## config.mk

```make
export PLATFORM = sky130hd
export DESIGN_NAME = cascade_counter
export DESIGN_NICKNAME = d
export VERILOG_FILES = /design/src/rtl/counter_pkg.sv /design/src/rtl/counter_cell.sv /design/src/rtl/cascade_counter.sv
export SDC_FILE = /design/constraint.sdc
export NUM_CORES = 1
export LEC_CHECK = 0
export ABC_AREA = 1
export CORE_UTILIZATION = 37
export CTS_CLUSTER_SIZE = 20
export DETAILED_ROUTE_END_ITERATION = 6
export HOLD_SLACK_MARGIN = 0.08
export PLACE_DENSITY = 0.72
export SLEW_MARGIN = 25
export SYNTH_ARGS = -nofsm -noshare
export SYNTH_HDL_FRONTEND = slang
export SYNTH_SLANG_ARGS = --single-unit
```

## constraint.sdc

```tcl
create_clock -name clk -period 8.54 [get_ports clk]
set_input_delay 1.708 -clock clk [delete_from_list [all_inputs] [get_ports clk]]
set_output_delay 1.708 -clock clk [all_outputs]
set_load 0.01 [all_outputs]
```

## src/rtl/counter_pkg.sv

```systemverilog
// Shared types and helpers for the cascaded modulo counter.
package counter_pkg;

   typedef enum logic [1:0] {
      WRAP    = 2'd0,
      SAT     = 2'd1,
      ONESHOT = 2'd2
   } mode_e;

   typedef enum logic {
      RUN  = 1'b0,
      STOP = 1'b1
   } state_e;

   // A programmed modulus of 0 selects the full 2^w range; w must be <= 32.
   function automatic logic [32:0] eff_mod(input logic [31:0] mod_val, input int unsigned w);
      eff_mod = (mod_val == 32'd0) ? (33'd1 << w) : {1'b0, mod_val};
   endfunction

endpackage

```

## src/rtl/counter_cell.sv

```systemverilog
// One counter stage: modulo up/down count with clear/load and a terminal flag.
module counter_cell
   import counter_pkg::*;
#(
   parameter int W = 8
) (
   input  logic         clk,
   input  logic         rst_n,
   input  logic         clr,
   input  logic         load,
   input  logic [W-1:0] load_val,
   input  logic [W-1:0] mod_val,
   input  logic         up,
   input  logic         inc,
   input  logic         hold,
   output logic [W-1:0] cnt,
   output logic         term
);

   logic [W-1:0] cnt_q;
   logic [W-1:0] cnt_d;
   logic [W-1:0] last;
   logic [32:0]  m_eff;

   assign m_eff = eff_mod(32'(mod_val), W);
   assign last  = W'(m_eff - 33'd1);

   // Out-of-range values count as terminal going up, so they fold back to 0.
   assign term = up ? (cnt_q >= last) : (cnt_q == '0);

   always_comb begin
      cnt_d = cnt_q;
      if (clr) begin
         cnt_d = '0;
      end else if (load) begin
         cnt_d = load_val;
      end else if (inc && !hold) begin
         if (up) begin
            cnt_d = term ? '0 : cnt_q + W'(1);
         end else begin
            cnt_d = ((cnt_q == '0) || (cnt_q > last)) ? last : cnt_q - W'(1);
         end
      end
   end

   always_ff @(posedge clk or negedge rst_n) begin
      if (!rst_n) begin
         cnt_q <= '0;
      end else begin
         cnt_q <= cnt_d;
      end
   end

   assign cnt = cnt_q;

endmodule

```

## src/rtl/cascade_counter.sv

```systemverilog
// Mixed-radix chain of counter_cell stages with wrap / saturate / one-shot end of count.
module cascade_counter
   import counter_pkg::*;
#(
   parameter int STAGES = 2,
   parameter int W      = 8
) (
   input  logic                    clk,
   input  logic                    rst_n,
   input  logic                    en,
   input  logic                    up,
   input  logic                    clr,
   input  logic                    load,
   input  logic [STAGES-1:0][W-1:0] load_val,
   input  logic [STAGES-1:0][W-1:0] mod_val,
   input  logic [1:0]              mode,
   output logic [STAGES-1:0][W-1:0] cnt,
   output logic                    co,
   output logic                    done
);

   state_e            state_q;
   state_e            state_d;
   logic [STAGES-1:0] term;
   logic [STAGES-1:0] inc;
   logic              run;
   logic              stop_mode;
   logic              hold;

   assign run       = (state_q == RUN);
   assign stop_mode = (mode == SAT) || (mode == ONESHOT);
   assign co        = rst_n & en & run & (&term);
   // Saturation freezes every stage on the terminal cycle instead of rolling over.
   assign hold      = co & (mode == SAT);

   for (genvar g = 0; g < STAGES; g++) begin : g_stage
      if (g == 0) begin : g_first
         assign inc[g] = en & run;
      end else begin : g_rest
         assign inc[g] = en & run & (&term[g-1:0]);
      end

      counter_cell #(
         .W(W)
      ) u_cell (
         .clk      (clk),
         .rst_n    (rst_n),
         .clr      (clr),
         .load     (load),
         .load_val (load_val[g]),
         .mod_val  (mod_val[g]),
         .up       (up),
         .inc      (inc[g]),
         .hold     (hold),
         .cnt      (cnt[g]),
         .term     (term[g])
      );
   end

   always_ff @(posedge clk or negedge rst_n) begin
      if (!rst_n) begin
         state_q <= RUN;
      end else begin
         state_q <= state_d;
      end
   end

   // clr/load beat a coincident terminal carry, so no STOP is entered then.
   always_comb begin
      state_d = state_q;
      if (clr || load) begin
         state_d = RUN;
      end else if (co && stop_mode) begin
         state_d = STOP;
      end
   end

   always_comb begin
      done = (state_q == STOP);
   end

endmodule
```

# Word-level counts from Yosys, hierarchy flattened
# Cells that the tools add are included.
[word_totals]
ff_bits = 17
mem_count = 0
output_inout_bits = 18
latchBits = 0
wordCells = 56
rom_bits = 0
ram_bits = 0
inputBits = 40
[op_classes]
bitwise_logic = 7
shift = 0
n_lt_le_gt_ge = 4
div_mod_pow = 0
n_reduce_logical = 16
n_mux = 18
multipliers = 0
addsub = 6
eq_ne = 2
[op_table]
columns = ["cell", "count"]
rows = [
  ["$mux W8", 14],
  ["$logic_not A8 Y1", 4],
  ["$sub A8 B1 Y8 const B", 4],
  ["$add A8 B1 Y8 const B", 2],
  ["$ge A8 B8 Y1", 2],
  ["$gt A8 B8 Y1", 2],
  ["$and A1 B1 Y1", 6],
  ["$reduce_bool A3 Y1", 2],
  ["$logic_or A1 B1 Y1", 4],
  ["$mux W1", 4],
  ["$logic_and A1 B1 Y1", 3],
  ["$eq A2 B1 Y1 const B", 1],
  ["$eq A2 B2 Y1 const B", 1],
  ["$reduce_and A2 Y1", 1],
  ["$reduce_bool A2 Y1", 1],
  ["$logic_not A1 Y1", 1],
  ["$not A1 Y1", 1],
]

# Longest topological paths before layout
# Gate-level depths: netlist of the first run.
[logic_depth]
depth_word = 13
ltp_mapped = 24
depth_no_buf = 24

# Cells and area by module
# A second synthesis of the first run with hierarchy kept.
[unflattened]
cells_unflattened = 449
area_unflattened_um2 = 2811.4
[by_module_without_submodules]
columns = ["module", "seq_area_each_um2", "area_per_inst_um2", "cells_per_inst", "instances"]
rows = [
  ["counter_cell", 200.2, 1345.0, 215, 2],
  ["cascade_counter", 25.0, 121.4, 19, 1],
]

# Least setup slack after synthesis of the first run
# Ideal clock, no wire load.
[synth_path]
kind = "input to output"
from = "input mod_val[0] (netlist name)"
to = "output co"
n_path_buf = 0
t_required_ns = 6.832
t_arrival_ns = 3.612
setup_slack_ns = 3.220
cell_stages = 17
cell_sequence = "inv_1 ha_1 nand2_1 nor2_1 nand2_1 nand2_1 nand2_1 o21ai_0 nand2_1 ha_1 nand2_1 nor2_1 nand2_1 nand2_1 nand3b_4 nand2_2 nor2_4"
[synth_between]
elab_chain_len = 7
[synth_lines]
columns = ["item", "line", "source"]
rows = [
  ["start: declaration", "cascade_counter.sv:15", "input logic [STAGES-1:0][W-1:0] mod_val,"],
  ["$logic_not A8 Y1", "counter_pkg.sv:17", "eff_mod = (mod_val == 32'd0) ? (33'd1 << w) : {1'b0, mod_val};"],
  ["$mux W8 *", "counter_pkg.sv:17", ""],
  ["$sub A8 B1 Y8 *", "counter_cell.sv:26", "assign last = W'(m_eff - 33'd1);"],
  ["$ge A8 B8 Y1 *", "counter_cell.sv:29", "assign term = up ? (cnt_q >= last) : (cnt_q == '0);"],
  ["$mux W1 *", "counter_cell.sv:29", ""],
  ["$reduce_and A2 Y1 *", "cascade_counter.sv:32", "assign co = rst_n & en & run & (&term);"],
  ["$and A1 B1 Y1 *", "cascade_counter.sv:32", ""],
  ["end: declaration", "cascade_counter.sv:18", "output logic co,"],
]
# Mark *: on every way between the ends. The rest lies on a longest branch, timed or not.

# Final worst setup path of the first run
# Same ends and word-level chain as after synthesis.

==> results of run 1 <==
==> cells by family after synthesis <==
| logic type | count (synthesis) | share of synthesized area [%] |
|---|---|---|
| AO/OA/AOI/OAI | 36 | 7.33 |
| adder cells (fa/ha/maj) | 25 | 11.5 |
| flip-flops | 17 | 15.6 |
| buffers and inverters | 61 | 10.3 |
| AND/OR/NAND/NOR | 275 | 48.9 |
| XOR/XNOR | 20 | 6.42 |
==> cell type report <==
| type | count | area share (%) |
|---|---|---|
| inverter | 52 | 6.19 |
| timing repair buffer | 57 | 16.8 |
| tap | 96 | 3.54 |
| multi-input combinational | 356 | 59.6 |
| sequential | 17 | 12.5 |
| clock buffer | 4 | 1.33 |
==> where the power goes <==
group,switching [mW],internal [mW],total [mW]
clock network,0.0261,0.0330,0.0591
registers,0.0211,0.0896,0.111
logic,0.135,0.102,0.237
==> worst paths after layout <==
path | start | endpoint | slack (ns) | cells past startpoint
worst max-delay path | mod_val[0] | co | 1.99 | 19
worst min-delay path | done$_DFFE_PN0P_ | done$_DFFE_PN0P_ | 0.54 | 1
worst max register to register | g_stage[0].u_cell.cnt[2]$_DFFE_PN0P_ | g_stage[0].u_cell.cnt[7]$_DFFE_PN0P_ | 6.31 | 14
worst min register to register | done$_DFFE_PN0P_ | done$_DFFE_PN0P_ | 0.54 | 1
max in group asynchronous | rst_n | g_stage[0].u_cell.cnt[2]$_DFFE_PN0P_ | 6.08 | 1
min in group asynchronous | rst_n | g_stage[1].u_cell.cnt[5]$_DFFE_PN0P_ | 1.94 | 1
==> registers in the layout, indices dropped and copies added (netlist names) <==
signal and cells:
g_stage.u_cell.cnt 16, done 1
==> layer usage <==
metal	up-vias	part of all wire [%]	track usage, %
li1	1516	-	-
met1	1261	51	26.3
met2	53	45	31.3
met3	2	3.7	1.41
met4	0	0.42	3.73
met5	-	0	0
==> stage by stage <==
stage          cell area [um2]  hold WS (ns)  power [mW]
5_1_grt                   3400         0.588       0.443
4_1_cts                   3390         0.542       0.409
6_report                  3400         0.541       0.407
3_3_place_gp              3350         0.523       0.343
3_5_place_dp              3350         0.522       0.348
2_1_floorplan             2730         0.549       0.273
==> cell usage in the layout, fill, tap and decap left out, types with 12 or more instances in the layout <==
cell               n
a21oi_1           12
clkdlybuf4s50_1   57
dfrtp_1           17
ha_1              25
inv_1             36
inv_2             12
nand2_1          106
nand3_1           65
nor2_1            59
xor2_1            18
==> flow_summary.json, run 1 <==
{
  "status": "completed",
  "avgViaCountPerCell": 4.87,
  "fin_tns_setup_ns": 0,
  "maxCapViolCount": 0,
  "final_layout_size_suffix_gt1_share_pct": 10.7,
  "clock_sinks": 17,
  "firstDrtPassIters": 4,
  "tightest_slew_ns": 0.837,
  "synthTopCellsByArea": "dfrtp_1 (16%), nand2_1 (15%), nand3_1 (12%), ha_1 (11%), nor2_1 (8.2%)",
  "grt_max_degree": 22,
  "slew_headroom_pct": 44.0,
  "yosysTopAreaCell": "dfrtp_1",
  "netlist_area_um2": 2730,
  "path_clk_slew_ns": 0.07,
  "postCtsSetupRepairBufs": 0,
  "p_leak_nw": 1.67,
  "drv_slew": 0,
  "fp.dieH_um": 87.9,
  "ctsHoldBuffers": 0,
  "fp-row-count": 30,
  "hpwl_um": 5710,
  "syn_to_final_growth_pct": 24.4,
  "gp_congestion": 0.864,
  "fmax_mhz": 153,
  "start_util_pct": 39.3,
  "syn_nets": 499,
  "syn_inst": 434,
  "cp_common_cell": "nand2_1",
  "io_pins": 58,
  "syn_area_per_cell_um2": 6.29,
  "post-place-cells": 578,
  "crit_required_ns": 6.83,
  "root_buffer": "clkbuf_8",
  "grt_overflow": 0,
  "peakVddDrop_mv": 0.0500,
  "drt-initial-drc-count": 179,
  "grt_pass1_vias": 2646,
  "worstPathCellList": "clkdlybuf4s50_1, inv_1, ha_1, nand2_1, nor2_1, nand2_1, nand2_1, nand2_1, o21ai_0, nand2_1, ha_1, nand2_1, nor2_1, nand2_1, nand2_1, nand3b_4, nand2_2, nor2_4, clkdlybuf4s50_1",
  "antenna_found_initial": 0,
  "clockBufferDepth": 2,
  "drtAntennaViolNets": 0,
  "end_kind": "primary output",
  "grt_usage_pct": 18.7,
  "drcViolationCount": 0,
  "regArea_um2": 425,
  "port_buffers": 57,
  "yosys_warnings": 0,
  "die_x_um": 87.9,
  "slowest_delay_ns": 0.56,
  "postLayoutCoreUtil_pct": 48.9,
  "tritoncts": "done",
  "yosysSeqAreaShare_pct": 15.6,
  "crit_fanout": 3,
  "crit_slowest_cell": "clkdlybuf4s50_1",
  "setup_ws_ns": 1.99,
  "cp.arrival_ns": 4.85,
  "vias": 2832,
  "min_period_ns": 6.55,
  "numCtsBuffers": 3,
  "cp_top_family": "simple AND/OR/NAND/NOR gates",
  "crit_buf_inv": 3,
  "finalSetupViolCount": 0,
  "power_density_nw_per_um2": 120,
  "design.core.area_um2": 6940,
  "stdcell_count": 582,
  "hold_class": "reg -> reg",
  "fin_skew_ns": 0.00197,
  "synth_most_common_cell": "nand2_1",
  "avgRoutedWirePerCell_um": 12.0,
  "finalHoldViolCount": 0,
  "rsz0062_at_grt": "no",
  "synth.distinct_cells": 37,
  "h-tree-depth": 1,
  "multi_input_area_um2": 2030,
  "ys.flop_type": "dfrtp_1",
  "die-area_um2": 7730,
  "wirelength_um": 6970,
  "start_kind": "input pin",
  "ys_seq_elements": 17,
  "ys_async_sr_fraction_pct": 100,
  "synth-edff-count": 0,
  "period_share_pct": 76.7,
  "critical_path_class": "in -> out",
  "post_cts_resized": 0,
  "netlist.area_leader.share_pct": 15.6,
  "synthTopCellsByCount": "nand2_1 (106), nand3_1 (65), nor2_1 (60)",
  "nFillCells": 710,
  "num_antenna_cells": 0,
  "fin_nets": 552,
  "dp_worst_setup_slack_ns": 2.00,
  "insertion_delay_ns": 0.24,
  "grt_pass1_wl_um": 11700
}
Power figures use the tool's default switching activity.
==> run 2: changes to the inputs <==
PLACE_DENSITY = 0.75   (was 0.72)
clock period = 5.81 ns   (was 8.54 ns; I/O delays follow)
==> run 2 against run 1 <==
Non-clock buffer count grew 2. Critical path depth unchanged. Clock skew down 0.0014 ns. Core utilization increased by 0.18 points. Critical path type unchanged.
==> flow_summary.json, run 2 (synthesized netlist as in run 1, its figures left out) <==
{
  "insertion_delay_ns": 0.25,
  "power_mw": 0.604,
  "grt_overflow": 0,
  "fp-row-count": 30,
  "firstDrtPassIters": 5,
  "numCtsBuffers": 3,
  "hpwl_um": 5810,
  "design.core.area_um2": 6940,
  "peakVddDrop_mv": 0.102,
  "crit-reg2reg-launch": "g_stage[1].u_cell.cnt[7]$_DFFE_PN0P_",
  "final_layout_size_suffix_gt1_share_pct": 10.9,
  "cp.arrival_ns": 4.35,
  "clock_sinks": 17,
  "fin_tns_setup_ns": 0,
  "drcViolationCount": 0,
  "rsz0062_at_grt": "no",
  "grt_pass1_wl_um": 12400,
  "grt_max_degree": 22,
  "finalSetupViolCount": 0,
  "hold_end": "done$_DFFE_PN0P_",
  "gp_congestion": 0.910,
  "worstHoldPathCells": 1,
  "h-tree-depth": 1,
  "maxCapViolCount": 0,
  "ctsHoldBuffers": 0,
  "crit_required_ns": 4.65,
  "nFillCells": 679,
  "start_kind": "input pin",
  "slew_headroom_pct": 54.4,
  "port_buffers": 57,
  "post_cts_resized": 0,
  "power_density_nw_per_um2": 177,
  "reg2regPathDepth": 12,
  "placed_area_um2": 3360,
  "grt_pass1_vias": 2649,
  "io_pins": 58,
  "final_common_cell": "nand2_1",
  "drtAntennaViolNets": 0,
  "status": "completed",
  "period_share_pct": 94.9,
  "r2r_slack_ns": 3.59,
  "fmax_mhz": 181,
  "tightest_slew_ns": 0.684,
  "regArea_um2": 425,
  "fin_nets": 554,
  "start_util_pct": 39.3,
  "largest_reg_flops": 16,
  "clockBufferDepth": 2,
  "r2r-end": "g_stage[1].u_cell.cnt[7]$_DFFE_PN0P_",
  "path_clk_slew_ns": 0.06,
  "multi_input_area_um2": 2020,
  "vias": 2921,
  "antenna_found_initial": 0,
  "dp_worst_setup_slack_ns": 0.297,
  "fin_skew_ns": 0.000560,
  "drt-initial-drc-count": 262,
  "critical_path_class": "in -> out",
  "syn_to_final_growth_pct": 24.9,
  "drv_slew": 0,
  "die-area_um2": 7730,
  "postCtsSetupRepairBufs": 0,
  "fp.dieH_um": 87.9,
  "end_kind": "primary output",
  "die_x_um": 87.9,
  "avgRoutedWirePerCell_um": 12.5,
  "tritoncts": "done",
  "setup_ws_ns": 0.298,
  "p_leak_nw": 1.68,
  "hold_start": "done$_DFFE_PN0P_",
  "num_antenna_cells": 0,
  "grt_usage_pct": 20.0,
  "min_period_ns": 5.51,
  "hold_class": "reg -> reg",
  "root_buffer": "clkbuf_8",
  "wirelength_um": 7290,
  "crit_fanout": 3,
  "finish.instance_area_um2": 3410,
  "avgViaCountPerCell": 5.00,
  "finalHoldViolCount": 0,
  "layout_common_cells": "nand2_1 (106), nand3_1 (65), nor2_1 (60)"
}
## run 2: cell count changes in the layout (fill, tap and decap cells not counted)
cell | previous run | this run
buf_4 | 0 | 2
nor2_1 | 59 | 60
nor2_2 | 7 | 6
## run 2: how the worst max path moves through the flow
stage,slack [ns],from,depth (start not counted),end
after floorplan,1.58,mod_val[0],17,co
after global placement,0.46,mod_val[0],19,co
after detailed placement,0.30,mod_val[0],19,co
after CTS,0.29,mod_val[0],19,co
after global routing,0.02,mod_val[0],19,co
final,0.30,mod_val[0],19,co
## run 2: routing by layer
layer / share of wire, % / global-route usage [%]
met5: 0 / 0
met4: 0.49 / 2.09
met1: 48 / 29.0
met3: 6.6 / 3.02
met2: 45 / 32.3
## run 2: stage by stage
stage | utilization [%] | hold WS, ns | cells
final | 49.1 | 0.581 | 584
after global routing | 49.1 | 0.633 | 584
after CTS | 49.1 | 0.580 | 584
after detailed placement | 48.5 | 0.554 | 580
after global placement | 48.5 | 0.518 | 580
after floorplan | - | 0.549 | 434
## run 2: critical path, stage by stage
cell and delay (ns):
clkdlybuf4s50_1 0.42, inv_1 0.10, ha_1 0.22, nand2_1 0.07
nor2_1 0.19, nand2_1 0.10, nand2_1 0.12, nand2_1 0.10
o21ai_0 0.16, nand2_1 0.10, ha_1 0.31, nand2_1 0.06
nor2_1 0.13, nand2_1 0.10, nand2_1 0.10, nand3b_4 0.15
nand2_2 0.08, nor2_4 0.14, clkdlybuf4s50_1 0.55
## run 2: layout make-up
cell class              count  area share [%]
multi-input cells         356            59.3
repair buffers             59            17.2
flip-flops and latches     17            12.5
inverters                  52            6.17
well taps                  96            3.52
clock buffers               4            1.32
## run 2: where the power goes
part | total (mW) | switching [mW] | internal (mW) | leakage (nW)
Clock | 0.0884 | 0.0397 | 0.0487 | 0.0228
Combinational | 0.353 | 0.203 | 0.150 | 1.44
Sequential | 0.162 | 0.0306 | 0.132 | 0.221
Total | 0.604 | 0.273 | 0.331 | 1.68
==> run 3: changes to the inputs <==
REMOVE_ABC_BUFFERS = 1   (was not set)
==> run 3 against run 2 <==
Total power shrank 0.33%. Maximum frequency rose by 1.1%. Sequential share of layout area about the same. Non-clock buffer count is 1 lower. Via count is 0.65% higher. Register-to-register slack lost 0.03 ns.
==> flow_summary.json, run 3 (synthesized netlist as in run 1, its figures left out) <==
{
  "status": "completed",
  "power_density_nw_per_um2": 177,
  "post-place-cells": 579,
  "largest_reg_flops": 16,
  "maxCapViolCount": 0,
  "clock_sinks": 17,
  "grt_max_degree": 22,
  "reg2regPathDepth": 14,
  "tritoncts": "done",
  "num_antenna_cells": 0,
  "hold_class": "reg -> reg",
  "vias": 2940,
  "drtAntennaViolNets": 0,
  "postLayoutCoreUtil_pct": 49.0,
  "start_util_pct": 39.3,
  "tightest_slew_ns": 0.749,
  "fin_skew_ns": 0.00120,
  "postCtsSetupRepairBufs": 0,
  "antenna_found_initial": 0,
  "die_x_um": 87.9,
  "drt-initial-drc-count": 125,
  "layout_common_cells": "nand2_1 (106), nand3_1 (65), nor2_1 (59)",
  "avgViaCountPerCell": 5.04,
  "drv_slew": 0,
  "crit_required_ns": 4.65,
  "multi_input_area_um2": 2030,
  "period_share_pct": 93.9,
  "fmax_mhz": 183,
  "syn_to_final_growth_pct": 24.7,
  "fp.dieH_um": 87.9,
  "finish.instance_area_um2": 3400,
  "r2r-end": "g_stage[0].u_cell.cnt[7]$_DFFE_PN0P_",
  "placed_area_um2": 3360,
  "grt_overflow": 0,
  "gp_congestion": 0.908,
  "drcViolationCount": 0,
  "design.core.area_um2": 6940,
  "grt_pass1_vias": 2734,
  "min_period_ns": 5.45,
  "root_buffer": "clkbuf_8",
  "grt_usage_pct": 19.5,
  "post_cts_resized": 0,
  "stdcell_count": 583,
  "avgRoutedWirePerCell_um": 12.3,
  "regArea_um2": 425,
  "wirelength_um": 7190,
  "fin_tns_setup_ns": 0,
  "final_common_cell": "nand2_1",
  "numCtsBuffers": 3,
  "crit_fanout": 3,
  "slew_headroom_pct": 50.0,
  "port_buffers": 57,
  "critical_path_class": "in -> out",
  "crit-reg2reg-launch": "g_stage[0].u_cell.cnt[2]$_DFFE_PN0P_",
  "finalHoldViolCount": 0,
  "ctsHoldBuffers": 0,
  "final_layout_size_suffix_gt1_share_pct": 10.9,
  "nFillCells": 734,
  "hpwl_um": 5860,
  "peakVddDrop_mv": 0.0708,
  "fp-row-count": 30,
  "maxUsedRoutingLayer": "met4",
  "start_kind": "input pin",
  "die-area_um2": 7730,
  "hold_end": "done$_DFFE_PN0P_",
  "finalSetupViolCount": 0,
  "grt_pass1_wl_um": 12000,
  "path_clk_slew_ns": 0.07,
  "h-tree-depth": 1,
  "worstHoldPathCells": 1,
  "r2r_slack_ns": 3.56,
  "cp.arrival_ns": 4.29,
  "end_kind": "primary output",
  "io_pins": 58,
  "met1Wirelength_um": 3140,
  "met3_length_um": 280,
  "insertion_delay_ns": 0.25,
  "rsz0062_at_grt": "no",
  "firstDrtPassIters": 4,
  "hold_start": "done$_DFFE_PN0P_",
  "fin_nets": 553,
  "p_leak_nw": 1.67,
  "clockBufferDepth": 2,
  "met2_length_um": 3690
}
-- run 3: cell types whose count changed in the layout (fill, tap and decap cells not counted), sizes merged --
cell,before,now
buf,2,1
-- run 3: how the worst max path moves through the flow --
stage / startpoint / depth (start not counted) / end
6_report: mod_val[0] / 19 / co
5_1_grt: mod_val[0] / 19 / co
4_1_cts: mod_val[0] / 19 / co
3_5_place_dp: mod_val[0] / 19 / co
3_3_place_gp: mod_val[0] / 19 / co
2_1_floorplan: mod_val[0] / 17 / co
-- run 3: cell type report --
| cell class | count | share of cell area [%] |
|---|---|---|
| well taps | 96 | 3.53 |
| clock buffers | 4 | 1.32 |
| multi-input cells | 356 | 59.5 |
| inverters | 52 | 6.17 |
| repair buffers | 58 | 17.0 |
| flip-flops and latches | 17 | 12.5 |
-- run 3: stage by stage --
stage                     hold slack, ns  setup slack (ns)  total power [mW]
after floorplan                    0.549              1.58             0.393
after global placement             0.505             0.483             0.506
after detailed placement           0.518             0.349             0.513
after CTS                          0.534             0.350             0.604
after global routing               0.557            0.0868             0.657
final                              0.532             0.357             0.602
-- run 3: critical path, cell delays in order --
cell and delay [ns]:
clkdlybuf4s50_1 0.42, inv_1 0.10, ha_1 0.21, nand2_1 0.07, nor2_1 0.16, nand2_1 0.09
nand2_1 0.11, nand2_1 0.10, o21ai_0 0.16, nand2_1 0.11, ha_1 0.31, nand2_1 0.05
nor2_1 0.12, nand2_1 0.10, nand2_1 0.10, nand3b_4 0.14, nand2_2 0.08, nor2_4 0.14
clkdlybuf4s50_1 0.55
-- run 3: power by group --
part	leakage (nW)	internal, mW	switching [mW]
logic	1.43	0.150	0.198
registers	0.221	0.132	0.0318
clock network	0.0228	0.0486	0.0413
total	1.67	0.330	0.271
-- run 3: metal layers --
| metal | GRT usage (%) | up-vias |
|---|---|---|
| li1 | - | 1513 |
| met1 | 22.6 | 1349 |
| met2 | 37.4 | 72 |
| met3 | 1.41 | 6 |
| met4 | 6.26 | 0 |
| met5 | 0 | - |
